===== config.mk =====
export PLATFORM = sky130hd
export DESIGN_NAME = vc_input_buffer
export DESIGN_NICKNAME = d
export VERILOG_FILES = /design/src/rtl/vc_input_buffer_pkg.sv /design/src/rtl/vc_fifo.sv /design/src/rtl/vc_input_buffer.sv
export SDC_FILE = /design/constraint.sdc
export NUM_CORES = 1
export LEC_CHECK = 0
export BUFFER_PORTS_ARGS = -buffer_cell sky130_fd_sc_hd__buf_2
export CAP_MARGIN = 20
export CORE_ASPECT_RATIO = 2
export CORE_MARGIN = 3
export CORE_UTILIZATION = 40
export DETAILED_ROUTE_END_ITERATION = 8
export HOLD_SLACK_MARGIN = 0.03
export SYNTH_ARGS = -nofsm -noshare
export SYNTH_HDL_FRONTEND = slang
export SYNTH_SLANG_ARGS = --single-unit

===== constraint.sdc =====
create_clock -name clk -period 3.75 [get_ports clk]
set_input_delay 0.5625 -clock clk [delete_from_list [all_inputs] [get_ports clk]]
set_output_delay 0.5625 -clock clk [all_outputs]
set_load 0.005 [all_outputs]

===== src/rtl/vc_input_buffer_pkg.sv =====
// Shared definitions for the virtual-channel input buffer: flit type codes,
// one-hot output port codes, default widths and enable constants.
package vc_input_buffer_pkg;

  localparam int DATAW_DEF = 31;
  localparam int VCHW_DEF  = 0;
  localparam int PORTW_DEF = 4;

  typedef enum logic [1:0] {
    FLIT_BODY   = 2'b00,
    FLIT_HEAD   = 2'b01,
    FLIT_TAIL   = 2'b10,
    FLIT_SINGLE = 2'b11
  } flit_type_e;

  localparam logic [4:0] PORT_N     = 5'b00001;
  localparam logic [4:0] PORT_E     = 5'b00010;
  localparam logic [4:0] PORT_S     = 5'b00100;
  localparam logic [4:0] PORT_W     = 5'b01000;
  localparam logic [4:0] PORT_LOCAL = 5'b10000;

  localparam logic Enable  = 1'b1;
  localparam logic Enable_ = 1'b0;

  // A flit opens a packet if it is a head or a single-flit packet
  function automatic logic starts_packet(input logic [1:0] t);
    return (t == FLIT_HEAD) || (t == FLIT_SINGLE);
  endfunction

  function automatic logic ends_packet(input logic [1:0] t);
    return (t == FLIT_TAIL) || (t == FLIT_SINGLE);
  endfunction

endpackage


===== src/rtl/vc_fifo.sv =====
// Parametrised synchronous FIFO with a fall-through read port and a peek at
// the tag bits of the entry behind the head.
module vc_fifo #(
  parameter int W     = 32,
  parameter int DEPTH = 4,
  parameter int TAGW  = 2
) (
  input  logic                     clk,
  input  logic                     rst,
  input  logic                     push,
  input  logic                     pop,
  input  logic [W-1:0]             wdata,
  output logic [W-1:0]             rdata,
  output logic [TAGW-1:0]          next_tag,
  output logic                     full,
  output logic                     empty,
  output logic [$clog2(DEPTH):0]   count
);

  localparam int AW = $clog2(DEPTH);

  logic [W-1:0]  mem [DEPTH];
  logic [AW-1:0] wptr;
  logic [AW-1:0] rptr;
  logic [AW-1:0] rptr_nxt;
  logic          do_push;
  logic          do_pop;

  assign empty    = (count == '0);
  assign full     = (count == (AW+1)'(DEPTH));
  assign do_pop   = pop & ~empty;
  // A full FIFO still accepts a write when an entry leaves in the same cycle
  assign do_push  = push & (~full | do_pop);
  assign rptr_nxt = rptr + AW'(1);
  assign rdata    = mem[rptr];
  assign next_tag = mem[rptr_nxt][W-1:W-TAGW];

  always_ff @(posedge clk or posedge rst) begin
    if (rst) begin
      wptr  <= '0;
      rptr  <= '0;
      count <= '0;
    end else begin
      if (do_push) wptr <= wptr + AW'(1);
      if (do_pop)  rptr <= rptr_nxt;
      count <= count + (AW+1)'(do_push) - (AW+1)'(do_pop);
    end
  end

  always_ff @(posedge clk) begin
    if (do_push) mem[wptr] <= wdata;
  end

endmodule


===== src/rtl/vc_input_buffer.sv =====
// Per-VC router input stage: buffers flits, computes the XY output port for
// each packet and forwards flits downstream on grant, returning credits.
module vc_input_buffer
  import vc_input_buffer_pkg::*;
#(
  parameter int DATAW = DATAW_DEF,
  parameter int VCHW  = VCHW_DEF,
  parameter int PORTW = PORTW_DEF,
  parameter int DEPTH = 4,
  parameter int CW    = 2,
  parameter int MY_X  = 0,
  parameter int MY_Y  = 0,
  parameter int VC_ID = 0
) (
  input  logic             clk,
  input  logic             rst_,
  input  logic             ivalid,
  input  logic [DATAW:0]   idata,
  input  logic             gnt,
  output logic             ovalid,
  output logic [DATAW:0]   odata,
  output logic [VCHW:0]    ovch,
  output logic             req,
  output logic [PORTW:0]   port,
  output logic             credit,
  output logic             err
);

  localparam int CNTW = $clog2(DEPTH) + 1;
  localparam logic [CW-1:0] MYX = CW'(MY_X);
  localparam logic [CW-1:0] MYY = CW'(MY_Y);

  localparam logic [1:0] S_IDLE   = 2'd0;
  localparam logic [1:0] S_ROUTE  = 2'd1;
  localparam logic [1:0] S_ACTIVE = 2'd2;

  logic [1:0]      state;
  logic [1:0]      nstate;
  logic [DATAW:0]  head_flit;
  logic [1:0]      next_tag;
  logic            full;
  logic            empty;
  logic [CNTW-1:0] count;
  logic            pop;
  logic            pop_tail;
  logic            fwd;
  logic            stray;
  logic            drop;
  logic            count_gt1;
  logic            post_valid;
  logic [1:0]      post_type;
  logic [1:0]      head_type;
  logic [1:0]      in_type;
  logic [CW-1:0]   dst_x;
  logic [CW-1:0]   dst_y;

  vc_fifo #(.W(DATAW+1), .DEPTH(DEPTH), .TAGW(2)) u_fifo (
    .clk      (clk),
    .rst      (rst_),
    .push     (ivalid),
    .pop      (pop),
    .wdata    (idata),
    .rdata    (head_flit),
    .next_tag (next_tag),
    .full     (full),
    .empty    (empty),
    .count    (count)
  );

  // X first, then Y, else deliver locally
  function automatic logic [PORTW:0] route(input logic [CW-1:0] dx, input logic [CW-1:0] dy);
    if (dx > MYX)      return (PORTW+1)'(PORT_E);
    else if (dx < MYX) return (PORTW+1)'(PORT_W);
    else if (dy > MYY) return (PORTW+1)'(PORT_N);
    else if (dy < MYY) return (PORTW+1)'(PORT_S);
    else               return (PORTW+1)'(PORT_LOCAL);
  endfunction

  assign head_type = head_flit[DATAW:DATAW-1];
  assign in_type   = idata[DATAW:DATAW-1];
  assign dst_x     = head_flit[2*CW-1:CW];
  assign dst_y     = head_flit[CW-1:0];
  assign ovch      = (VCHW+1)'(VC_ID);
  assign req       = (state == S_ACTIVE) & ~empty;
  assign count_gt1 = (count > CNTW'(1));
  assign fwd       = pop & (state == S_ACTIVE);
  assign pop_tail  = fwd & ends_packet(head_type);
  assign stray     = pop & (state == S_IDLE);
  assign drop      = ivalid & full & ~pop;

  // Type of the flit sitting at the FIFO head after this edge; lets a queued
  // or arriving head enter ROUTE without an extra idle cycle
  always_comb begin
    post_valid = 1'b0;
    post_type  = FLIT_BODY;
    if (pop) begin
      post_valid = count_gt1 | ivalid;
      post_type  = count_gt1 ? next_tag : in_type;
    end else begin
      post_valid = ~empty | ivalid;
      post_type  = ~empty ? head_type : in_type;
    end
  end

  always_comb begin
    pop    = 1'b0;
    nstate = state;
    case (state)
      S_IDLE: begin
        pop = ~empty & ~starts_packet(head_type);
        if (post_valid && starts_packet(post_type)) nstate = S_ROUTE;
      end
      S_ROUTE: nstate = S_ACTIVE;
      S_ACTIVE: begin
        pop = gnt & req;
        if (pop_tail)
          nstate = (post_valid && starts_packet(post_type)) ? S_ROUTE : S_IDLE;
      end
      default: nstate = S_IDLE;
    endcase
  end

  always_ff @(posedge clk or posedge rst_) begin
    if (rst_) begin
      state  <= S_IDLE;
      port   <= '0;
      ovalid <= Enable_;
      odata  <= '0;
      credit <= Enable_;
      err    <= Enable_;
    end else begin
      state <= nstate;
      if (state == S_ROUTE) port <= route(dst_x, dst_y);
      else if (pop_tail)    port <= '0;
      ovalid <= fwd;
      odata  <= fwd ? head_flit : '0;
      credit <= pop;
      if (drop || stray) err <= Enable;
    end
  end

endmodule


==> summary.txt <==
maxcap violations -> 0
area of the die -> 17900 um2
max-slew violations -> 0
Top delay family on crit path -> simple AND/OR/NAND/NOR gates
WL per Instance -> 19.3 um
Synth Cell Area -> 6510 um2
critical path, cell by cell -> nor3_1, nor2_1, or2_2, ha_1, inv_1, ha_1, inv_1, fa_1, xor2_1
Synth warnings -> 0
Max VDD drop -> 0.381 mV
Die Ht -> 186 um
filler-free cell count of the finished design -> 615
Setup Skew -> 0.00473 ns
total grt overflow -> 0
clock sink total -> 175
Total Neg Setup Slack -> 0 ns
routability cong. -> 0.780
synth-to-layout area growth -> 18.6%
Final min period -> 2.65 ns
EDFF count, synth -> 128
worst path arrival time -> 2.96 ns
worst path bufs/invs -> 2
DIE WIDTH -> 96.2 um
via/cell ratio -> 5.08
wire length of the first global-routing pass -> 18800 um
fillcell total -> 1363
H-tree depth -> 4
all-layer global routing usage -> 14.6%
Final nets -> 444
CP Data Required Time -> 4.06 ns
post-cts sizing count -> 0
DR iter-0 viols -> 142
most frequent cells in the layout -> edfxtp_1, buf_2, dfrtp_1
Port Buffers -> 74
drt first pass iters -> 4
Synth Instances -> 320
share of the synthesized area in the top cell type -> 59.1%
vias in the first global route -> 3491
fmax -> 0.377 GHz
Synth cell types -> 34
post-detail-place hpwl -> 7440 um
# DRC -> 0
later-pin clock latency in the skew report -> 0.42 ns
routed wire length -> 11900 um
Setup violations, final -> 0
share of cells above drive strength 1 -> 37.3%
worst min path class -> input pin to asynchronous set/reset pin
total power -> 5960 uW
Inserted Clock Buffers -> 17
slew of the pin with the lowest slew margin -> 1.06 ns
fin area -> 7720 um2
CTS tree -> built
flop and latch count out of synthesis -> 175
Placed Instance Area -> 7070 um2
clock-pin slew on the worst setup and hold paths -> 0.07 ns
I/O Pins -> 78
Main synth FF type -> edfxtp_1
largest net degree at the start of global routing -> 35
initial antenna violation count -> 1
root buffer cell -> clkbuf_16
leak pwr -> 0.00310 uW
Crit-path slowest cell -> nor3_1
critical path class -> register to register
Final Hold Viols -> 0
DR vias -> 3122
hold slack -> 0.152 ns
Initial Utilization -> 41.0%
sequential-to-total area share from yosys stat -> 77.1%
Synth area leaders -> edfxtp_1, dfrtp_1, mux4_2
# rows -> 65
post-route ant nets -> 0
Core ar. -> 15900 um2
period utilization -> 70.8%
RSZ-0062 raised after global routing -> no
Slew HR -> 29.5%
Placed Instances -> 582
largest stage delay on the critical path -> 0.56 ns
Avg Cell Area, Syn -> 20.3 um2
most common cell after layout, fill and taps aside -> edfxtp_1
clk buf depth -> 2
Worst Setup End Kind -> register
share of flip-flops with an asynchronous set or reset -> 26.9%
Post-CTS Setup Bufs -> 0
status -> finished, final reports clean
CP Max Fanout -> 5
nature of the critical path startpoint -> register
PD cells -> 772 nW/um2
Hold-fix buffers, CTS -> 0
area leader, netlist -> edfxtp_1
[cells in the mapped netlist (4+ instances only)]
cell        n
inv_1      10
edfxtp_1  128
dfrtp_1    47
mux4_2     32
and2_1      4
ha_1        7
and3_1     31
buf_4       5
nor2_1      4
o21ai_0     4
clkbuf_1   10
[flip-flops by register name (all words and copies together), names as in the netlist]
register      flops
u_fifo.mem      128
odata            32
port              3
u_fifo.count      3
state             2
u_fifo.rptr       2
u_fifo.wptr       2
credit            1
err               1
ovalid            1
[kinds of logic (layout without fill, tap and decap cells)]
kind of cell / after synthesis / count (layout) / synth area share, %
flops: 175 / 175 / 77.1
simple gates: 58 / 58 / 5.50
xor+xnor: 4 / 4 / 0.538
buf+inv: 29 / 120 / 2.13
fa+ha+maj: 8 / 8 / 1.65
other cells: 1 / 4 / 0.0576
compound gates: 11 / 11 / 1.27
mux: 34 / 34 / 11.7
[layer usage]
layer  vias to the layer above  GRT usage (%)  share of wire, %
met4                         0           7.73               2.9
li1                       1400              -                 -
met5                         -              0                 0
met1                      1636           15.6                36
met3                        24           3.43               3.3
met2                        62           25.6                58
[worst paths after layout]
kind | slack, ns | start | to | cells past startpoint
setup / recovery | 1.10 | u_fifo.count[1] | u_fifo.count[2] | 9
hold / removal | 0.15 | rst_ | odata[8] | 2
setup reg to reg | 1.10 | u_fifo.count[1] | u_fifo.count[2] | 9
hold reg to reg | 0.52 | port[1] | port[1] | 2
max in group asynchronous | 2.85 | rst_ | u_fifo.rptr[0] | 3
min in group clk | 0.36 | idata[15] | u_fifo.mem[0][15] | 1
[layout make-up]
class	count	area, um2	area share (%)
repair buffers	78	400	5.19
clock buffers	24	557	7.21
multi-input cells	118	1360	17.6
inverters	10	37.5	0.486
well taps	201	251	3.26
flip-flops and latches	175	5020	65.1
diodes	1	2.50	0.0324
clock inverters	8	86.3	1.12
[metrics by stage]
stage | utilization (%) | worst slack (ns)
floorplan | - | 1.12
global placement | 44.6 | 1.14
CTS | 48.7 | 1.11
finish | 48.7 | 1.10
detailed placement | 44.6 | 1.12
global route | 48.7 | 0.933
[power by group]
part	switching [uW]	internal (uW)
registers	140	2550
logic	777	665
clock network	710	1120
(Power assumes the default switching activity.)
